`src/rtl/uart_tx_queue.sv`:
```
// Byte FIFO feeding uart_tx one frame at a time: pops a byte, pulses send,
// then holds the byte stable until uart_tx reports done.
module uart_tx_queue #(
  parameter  int unsigned DEPTH  = 16,
  localparam int unsigned ADDR_W = $clog2(DEPTH)
) (
  input  logic              clk,
  input  logic              rst_n,
  input  logic [7:0]        wr_data,
  input  logic              wr_en,
  output logic              full,
  output logic              empty,
  output logic [ADDR_W:0]   count,
  output logic              overflow,
  output logic [7:0]        tx_byte,
  output logic              tx_send,
  input  logic              tx_done,
  output logic              busy
);

  localparam int unsigned CW = ADDR_W + 1;

  typedef enum logic [1:0] {
    IDLE = 2'd0,
    SEND = 2'd1,
    WAIT = 2'd2
  } state_t;

  state_t              state;
  state_t              next_state;
  logic [7:0]          mem [DEPTH];
  logic [ADDR_W-1:0]   wr_ptr;
  logic [ADDR_W-1:0]   rd_ptr;
  logic                accept;
  logic                pop;
  logic [CW-1:0]       count_next;

  // full is the pre-edge view, so a same-cycle pop never frees room for a write
  always_comb begin
    accept = wr_en && !full;
  end

  always_ff @(posedge clk or negedge rst_n) begin
    if (!rst_n) state <= IDLE;
    else        state <= next_state;
  end

  always_comb begin
    next_state = IDLE;
    pop        = 1'b0;
    case (state)
      IDLE: begin
        if (!empty) begin
          next_state = SEND;
          pop        = 1'b1;
        end else begin
          next_state = IDLE;
        end
      end
      SEND:    next_state = WAIT;
      WAIT:    next_state = tx_done ? IDLE : WAIT;
      default: next_state = IDLE;
    endcase
  end

  always_comb begin
    count_next = count;
    if (accept && !pop)      count_next = count + CW'(1);
    else if (!accept && pop) count_next = count - CW'(1);
  end

  // Storage is not reset; only the pointers and occupancy are
  always_ff @(posedge clk) begin
    if (accept) mem[wr_ptr] <= wr_data;
  end

  always_ff @(posedge clk or negedge rst_n) begin
    if (!rst_n) begin
      wr_ptr   <= '0;
      rd_ptr   <= '0;
      count    <= '0;
      full     <= 1'b0;
      empty    <= 1'b1;
      overflow <= 1'b0;
      tx_byte  <= 8'h00;
      tx_send  <= 1'b0;
      busy     <= 1'b0;
    end else begin
      overflow <= wr_en && full;
      if (accept) wr_ptr <= wr_ptr + ADDR_W'(1);
      if (pop) begin
        rd_ptr  <= rd_ptr + ADDR_W'(1);
        tx_byte <= mem[rd_ptr];
      end
      count   <= count_next;
      full    <= (count_next == CW'(DEPTH));
      empty   <= (count_next == CW'(0));
      tx_send <= (next_state == SEND);
      busy    <= (next_state != IDLE);
    end
  end

endmodule

```
`config.mk`:
```
export PLATFORM = sky130hd
export DESIGN_NAME = uart_tx_queue
export DESIGN_NICKNAME = d
export VERILOG_FILES = /design/src/rtl/uart_tx_queue.sv
export SDC_FILE = /design/constraint.sdc
export NUM_CORES = 1
export LEC_CHECK = 0
export ABC_AREA = 1
export CORE_ASPECT_RATIO = 1.5
export CORE_MARGIN = 5
export CORE_UTILIZATION = 54
export DETAILED_ROUTE_END_ITERATION = 8
export MAX_ROUTING_LAYER = met4
export PLACE_DENSITY_LB_ADDON = 0.08
export SLEW_MARGIN = 30
export SYNTH_ARGS = -nofsm -noshare
export SYNTH_HDL_FRONTEND = slang
export SYNTH_SLANG_ARGS = --single-unit
```
`constraint.sdc`:
```
create_clock -name clk -period 1.7 [get_ports clk]
set_clock_uncertainty 0.1 [all_clocks]
set_input_delay 0.34 -clock clk [delete_from_list [all_inputs] [get_ports clk]]
set_output_delay 0.34 -clock clk [all_outputs]
set_load 0.02 [all_outputs]
```
Yosys cells after proc, flatten, opt, wreduce, memory -nomap -nowiden:

Memories as Yosys holds them, arrays and structs flattened. A register that Yosys moved wholly into a read port is not among the register bits.
Cells that the tools add are included.

* output and inout bits: 18
* memories: 1
* bits of input ports: 12
* bits in registers: 20
* word-level logic and storage cells: 38
* memory bits (writable): 128

Memory list
* mem: depth 16, width 8, rd ports 1, clocked after memory_dff 1, wr ports 1, line 31 `logic [7:0] mem [DEPTH];`

* mux-type cells: 9
* reductions and logical operators: 11
* equal/unequal tests: 4
* add/subtract/negate cells: 4

Operators by type and width (number)
* $mux 5: 2
* $add 4x1->4 const B: 2
* $pmux 2 s3: 1
* $add 5x1->5 const B: 1
* $eq 5x5->1 const B: 1
* $logic_not 5->1: 1
* $mux 1: 5
* $sub 5x1->5 const B: 1
* $eq 2x1->1 const B: 2
* $logic_and 1x1->1: 4
* $logic_not 1->1: 4
* $eq 2x2->1 const B: 1
* $logic_not 2->1: 1
* $mux 2: 1
* $reduce_bool 2->1: 1

Depth between registers and ports, before layout:

Gate-level depths: netlist (run 1).

* word-level depth: 7
* mapped depth: 11
* depth with buffers taken out: 10

Least setup slack after synthesis (run 1):

No wires, ideal clock.

* kind: reg-to-reg
* start: register full
* end: memory mem[11][0] (enable)
* data required time: 1230 ps
* arrival time: 1299 ps
* path buffers: 1
* path slack: -69 ps
* cell stages (with the launch flop): 7
* library setup time: 370 ps
* path through: dfrtp_1 > inv_2 > nand2_4 > inv_4 > buf_6 > nand2_1 > nor2_1

* cells in the longest elaborated chain, start to end: 4

Ends and longest elaborated chain
* start, declared: line 11 `output logic full,`
* start signal, assigned: line 96 `full <= (count_next == CW'(DEPTH));`
* $logic_not 1->1: line 40 `accept = wr_en && !full;`
* $logic_and 1x1->1: line 40
* $mux 1: line 74 `if (accept) mem[wr_ptr] <= wr_data;`
* $mux 1 (not written as such): line 74
* end, declared: line 31

Every way passes these cells.

Final worst setup path (run 1):

* start: register empty
* end: output empty

RTL lines
* start, declared: line 12 `output logic empty,`
* start signal, assigned: line 97 `empty <= (count_next == CW'(0));`

No word-level cell between the ends.

==> metrics, run 1 <==
run status=finished clean; first-pass GRT wire length=roughly 23000 um; drt via density=5.45; Synth Warn #=0; #FFs+latches synth=156; number of antenna violations at the first check in global routing=0; total CTS buffers=17; CP top delay family=flip-flops; Area Overhead vs Synth=21.5%; detailed placement HPWL=between 10000 and 15000 um; post-route DRC violation count=0; sequential share of the synthesized area=69.8%; CTS sink cnt=~160; Rows=a little under 50; TNS Setup=0 ns; min-delay worst type=input port to asynchronous set/reset pin; dpl cells=between 700 and 800; Clock Latency Late Sink=approximately 0.42 ns; RePlAce Congestion=0.808; Max Cap Viol=0; Worst Path Arrival=around 1.2 ns; peak supply drop=between 0.001 and 0.0015 V; routed length per placed instance=around 19 um; antenna cells=0; CTS H-tree lvls=4; GRT Overall Usage=a little under a quarter; Filler Cells Inserted=900; Pwr Density=around 1800 nW/um^2; crit path capture type=output pin; Setup Crit Path Kind=flip-flop to output pin; LEAKAGE=3.13 nW; Die X-Extent=roughly 100 um; Final Hold Vio Count=0; Final period util=between 90 and 100%; final count of negative-setup-slack endpoints=0; Clock Tree Buf Depth=2; CTS tree=built; Final #Nets=660; Core Area=11900 um^2; Antenna Nets Post-Route=0; Netlist cell types=28; I/O Pins=30; Initial DRT Pass Iterations=6; syn avg cell area=between 10 and 15 um^2; Peak Freq=between 600 and 700 MHz; Reg area=around 4500 um^2; 1st-iter DRT viols=~350; die height=roughly 140 um; Non-Filler Instances=roughly 810; global route overflow=0; root buf cell=clkbuf_16; Setup Fix Bufs, Post-CTS=0; Port-buffer cells=29; Worst setup SP type=flip-flop; relative slew slack=66.2%; syn_nets=about 600; Syn Std Cell Area=around 6500 um^2; CTS clock-pin slew for the worst setup and hold paths=0.06 ns; pre-CTS setup slack=-0.248 ns; worst-margin pin slew=just over 0.5 ns; Levels on crit path=1; die footprint=between 10000 and 15000 um^2; final critical-path required period=~1.6 ns; vias in the first global route=4279; Data required, critical path=1.26 ns; Post-Route WL=15400 um; WHS=0.189 ns; layout cell share with drive strength beyond 1=~16%; multi-input logic area=between 1500 and 2000 um^2; Worst R2R Setup Slack=roughly 0.06 ns; count of pins over their slew limit=0; CP Max Fanout=2; Vias=4400; pin count of the biggest net entering global routing=43; Synth Instances=between 500 and 600; worst path cell trace=clkdlybuf4s15_2; R2R depth=5; Initial Util=a little over half; total chip power=around 14 mW; largest stage delay on the critical path=between 0.5 and 0.6 ns; fin worst setup slack=between 0.05 and 0.06 ns; Critical-path top delay cell=dfstp_2; worst path bufs/invs=1; unrepaired setup endpoints after global routing=no
## per-layer routing
layer	up-vias	share of wire, %	wire length, um	global-route usage (%)
li1	2107	-	-	-
met1	2087	38	5910	26.8
met2	171	52	8060	38.3
met3	35	5.4	832	5.07
met4	0	3.7	574	9.35
met5	-	0	0	-
## what timing repair did
action	in CTS	in global routing
hold endpoints to repair	0	0
gates cloned	0	2
setup endpoints to repair	19	40
hold buffers	0	0
resized for setup	23	8
## Yosys cell counts, drive strengths merged
cell | n | share of area, %
a21oi | 18 | 1.4
buf | 23 | 2.0
clkbuf | 5 | 0.29
clkinv | 2 | 0.12
dfrtp | 27 | 10
dfstp | 1 | 0.40
edfxtp | 128 | 59
ha | 7 | 1.3
inv | 20 | 1.2
nand2 | 188 | 11
nand3 | 108 | 8.5
nand4 | 4 | 0.38
nor2 | 31 | 2.1
nor3 | 1 | 0.077
o21a | 1 | 0.12
o21ai | 4 | 0.31
xor2 | 8 | 1.1
## layout by cell type (no fill, tap or decap), drive strengths merged, types with 8 or more instances in the layout
cell,n
inv,23
clkbuf,22
nand3,108
buf,43
nor2,31
dlygate4sd2,15
xor2,8
clkdlybuf4s50,11
nand2,188
edfxtp,128
dfrtp,27
a21oi,18
## cells by family (layout without fill, tap and decap cells)
group           after synthesis  after routing  share of synthesized area, %
flops                       156            156                          69.8
compound gates               23             23                          1.86
xor+xnor                      8              8                          1.08
buf+inv                      50            128                          3.59
fa+ha+maj                     7              7                          1.35
simple gates                332            332                          22.3
## registers in the layout (all words and copies together) (netlist names), 2 cells and up
name,count
count,5
rd_ptr,4
state,2
tx_byte,8
mem,128
wr_ptr,4
## area by class of cell
class                           count  share of cell area (%)
Tap cell                          153                    2.42
Clock inverter                     13                    1.50
Inverter                           22                    1.11
Multi-Input combinational cell    370                    22.2
Sequential cell                   156                    57.5
Clock buffer                       19                    5.47
Timing Repair Buffer               74                    9.84
## worst reg2reg max path, cell delays in order, from the launching register on
cell and delay (ns):
dfrtp_1 0.42, inv_1 0.16, ha_1 0.18, nand2_1 0.16, nor2_1 0.14, buf_4 0.19
## report_power, final
group          switching (mW)  total (mW)  internal [mW]  leakage (nW)
sequential              0.348        5.14           4.79          1.49
combinational            3.64        5.59           1.95          1.39
clock                    1.51        3.53           2.02         0.260
## through the flow
step	cell area [um^2]	utilization [%]
after global routing	7910	66.5
after global placement	7310	61.4
after CTS	7850	66.0
after floorplan	6530	-
after detailed placement	7310	61.4
final	7910	66.5
## final timing paths
path | to | startpoint
max | empty | empty
min | count[1] | rst_n
max reg2reg | mem[14][3] | wr_ptr[0]
min reg2reg | overflow | full
max in group asynchronous | empty | rst_n
min in group clk | overflow | full
No activity file was read; power rests on OpenSTA's default activity.
==> run 2: changes to the inputs <==
==> constraint.sdc (replaced) <==
create_clock -name clk -period 1.7 [get_ports clk]
set_clock_uncertainty 0.1 [all_clocks]
set_input_delay 0.17 -clock clk [delete_from_list [all_inputs] [get_ports clk]]
set_output_delay 0.17 -clock clk [all_outputs]
set_load 0.02 [all_outputs]
==> run 2 against run 1 <==
  * Total power rose by 0.73%
  * Utilization fell by 0.46 points
  * Global-route usage rose by 0.094 points
  * Non-clock buffer count fell by 4
  * Wire length fell by 1.1%
  * Sequential power barely moved
  * Critical path depth did not move
  * Flip-flop and latch count did not move
  * Worst hold slack got worse by 0.16 ns
  * Die area did not move
  * Worst setup slack improved by 0.0025 ns
  * Sequential share of layout area rose by 0.40 points
==> metrics, run 2 (synthesis results as in run 1) <==
die height=144 um; Clock Tree Buf Depth=2; WHS=roughly 0.031 ns; largest stage delay on the critical path=about 0.6 ns; vias in the first global route=4391; Post-Route WL=15200 um; multi-input logic area=between 1500 and 2000 um^2; Antenna Nets Post-Route=0; CP top delay family=buffers and inverters; CP Max Fanout=2; Clock Latency Late Sink=approximately 0.42 ns; peak supply drop=between 0.001 and 0.0015 V; Die X-Extent=around 100 um; RePlAce Congestion=0.859; antenna cells=0; dpl cells=between 700 and 800; crit path capture type=output pin; Max Cap Viol=0; LEAKAGE=~3.1 nW; die footprint=between 10000 and 15000 um^2; CTS sink cnt=156; Reg area=4550 um^2; min-delay worst type=input port to asynchronous set/reset pin; Final #Nets=656; Final Hold Vio Count=0; Worst setup SP type=flip-flop; global route overflow=0; worst path cell trace=clkdlybuf4s50_1; most frequent cells in the layout=nand2_1 (179), edfxtp_1 (128), nand3_1 (102), buf_4 (35), dfrtp_1 (25); CTS clock-pin slew for the worst setup and hold paths=approximately 0.060 ns; 1st-iter DRT viols=roughly 370; register with the most flip-flops=mem; Peak Freq=about 600 MHz; Port-buffer cells=29; Initial DRT Pass Iterations=5; Filler Cells Inserted=roughly 900; GRT Overall Usage=between 20% and 30%; Rows=about 50; Initial Util=54.7%; Area Overhead vs Synth=20.7%; layout cell share with drive strength beyond 1=15.8%; root buf cell=clkbuf_16; Largest regs=mem (128), tx_byte (8), count (5); worst-margin pin slew=0.503 ns; Non-Filler Instances=approximately 800; total CTS buffers=17; count of pins over their slew limit=0; run status=finished clean; relative slew slack=about two thirds; I/O Pins=30; Setup Crit Path Kind=flip-flop to output pin; Final period util=between 90% and 100%; drt via density=around 5.5; Worst Path Arrival=approximately 1.4 ns; Core Area=roughly 12000 um^2; CTS tree=built; final critical-path required period=approximately 1.6 ns; commonest non-fill, non-tap cell in the layout=nand2_1; unrepaired setup endpoints after global routing=yes; Pwr Density=1830 nW/um^2; max reg flops=128; worst path bufs/invs=1; first-pass GRT wire length=around 24000 um; Data required, critical path=approximately 1.4 ns; Vias=around 4400; final count of negative-setup-slack endpoints=0; Critical-path top delay cell=clkdlybuf4s50_1; detailed placement HPWL=between 10000 and 15000 um; pin count of the biggest net entering global routing=~60; number of antenna violations at the first check in global routing=0; routed length per placed instance=19.0 um; post-route DRC violation count=0; CTS H-tree lvls=4
[run 2: changes by cell type in the layout (fill, tap and decap cells not counted), moves of 4 or more]
cell	before	now
clkdlybuf4s50_1	11	17
buf_12	11	5
dlygate4sd2_1	15	9
inv_6	3	7
[run 2: final timing paths]
check | from | to | slack (ns) | depth (start not counted)
min in group clk | wr_en | overflow | 0.26 | 3
min reg2reg | full | overflow | 0.41 | 2
max | tx_byte[6] | tx_byte[6] | 0.06 | 1
max reg2reg | rd_ptr[0] | tx_byte[3] | 0.08 | 8
max in group asynchronous | rst_n | empty | 1.16 | 2
min | rst_n | count[4] | 0.03 | 2
[run 2: repair_timing]
item | in CTS | in global routing
gates cloned | 0 | 1
gates resized for setup | 9 | 10
endpoints found under the setup margin | 9 | 19
setup buffers | 0 | 1
hold buffers | 0 | 0
endpoints found under the hold margin | 0 | 0
[run 2: stage by stage]
stage | util [%] | worst slack, ns | instance area [um^2] | setup TNS [ns] | power [mW]
2_1_floorplan | - | -0.0692 | 6530 | -5.42 | 8.57
3_3_place_gp | 60.6 | -0.0503 | 7200 | -2.33 | 10.5
3_5_place_dp | 60.6 | -0.0687 | 7200 | -3.74 | 10.6
4_1_cts | 65.4 | 0.00282 | 7780 | 0 | 14.2
5_1_grt | 66.1 | -0.0142 | 7860 | -0.0169 | 15.2
6_report | 66.1 | 0.0557 | 7860 | 0 | 14.4
[run 2: routing by layer]
layer	global-route usage [%]	part of all wire (%)
met2	38.2	52
met5	-	0
met3	4.20	5.5
met4	10.6	3.8
met1	27.2	38
[run 2: layout make-up]
type                            count  share of cell area [%]
Clock buffer                       18                    5.46
Clock inverter                     14                    1.99
Inverter                           22                    1.08
Multi-Input combinational cell    370                    22.6
Sequential cell                   156                    57.9
Tap cell                          153                    2.44
Timing Repair Buffer               70                    8.58
[run 2: power by group]
part           switching (mW)  leakage (nW)  total, mW  internal [mW]
combinational            3.59          1.36       5.47           1.89
sequential              0.380          1.49       5.17           4.79
clock                    1.53         0.275       3.72           2.19
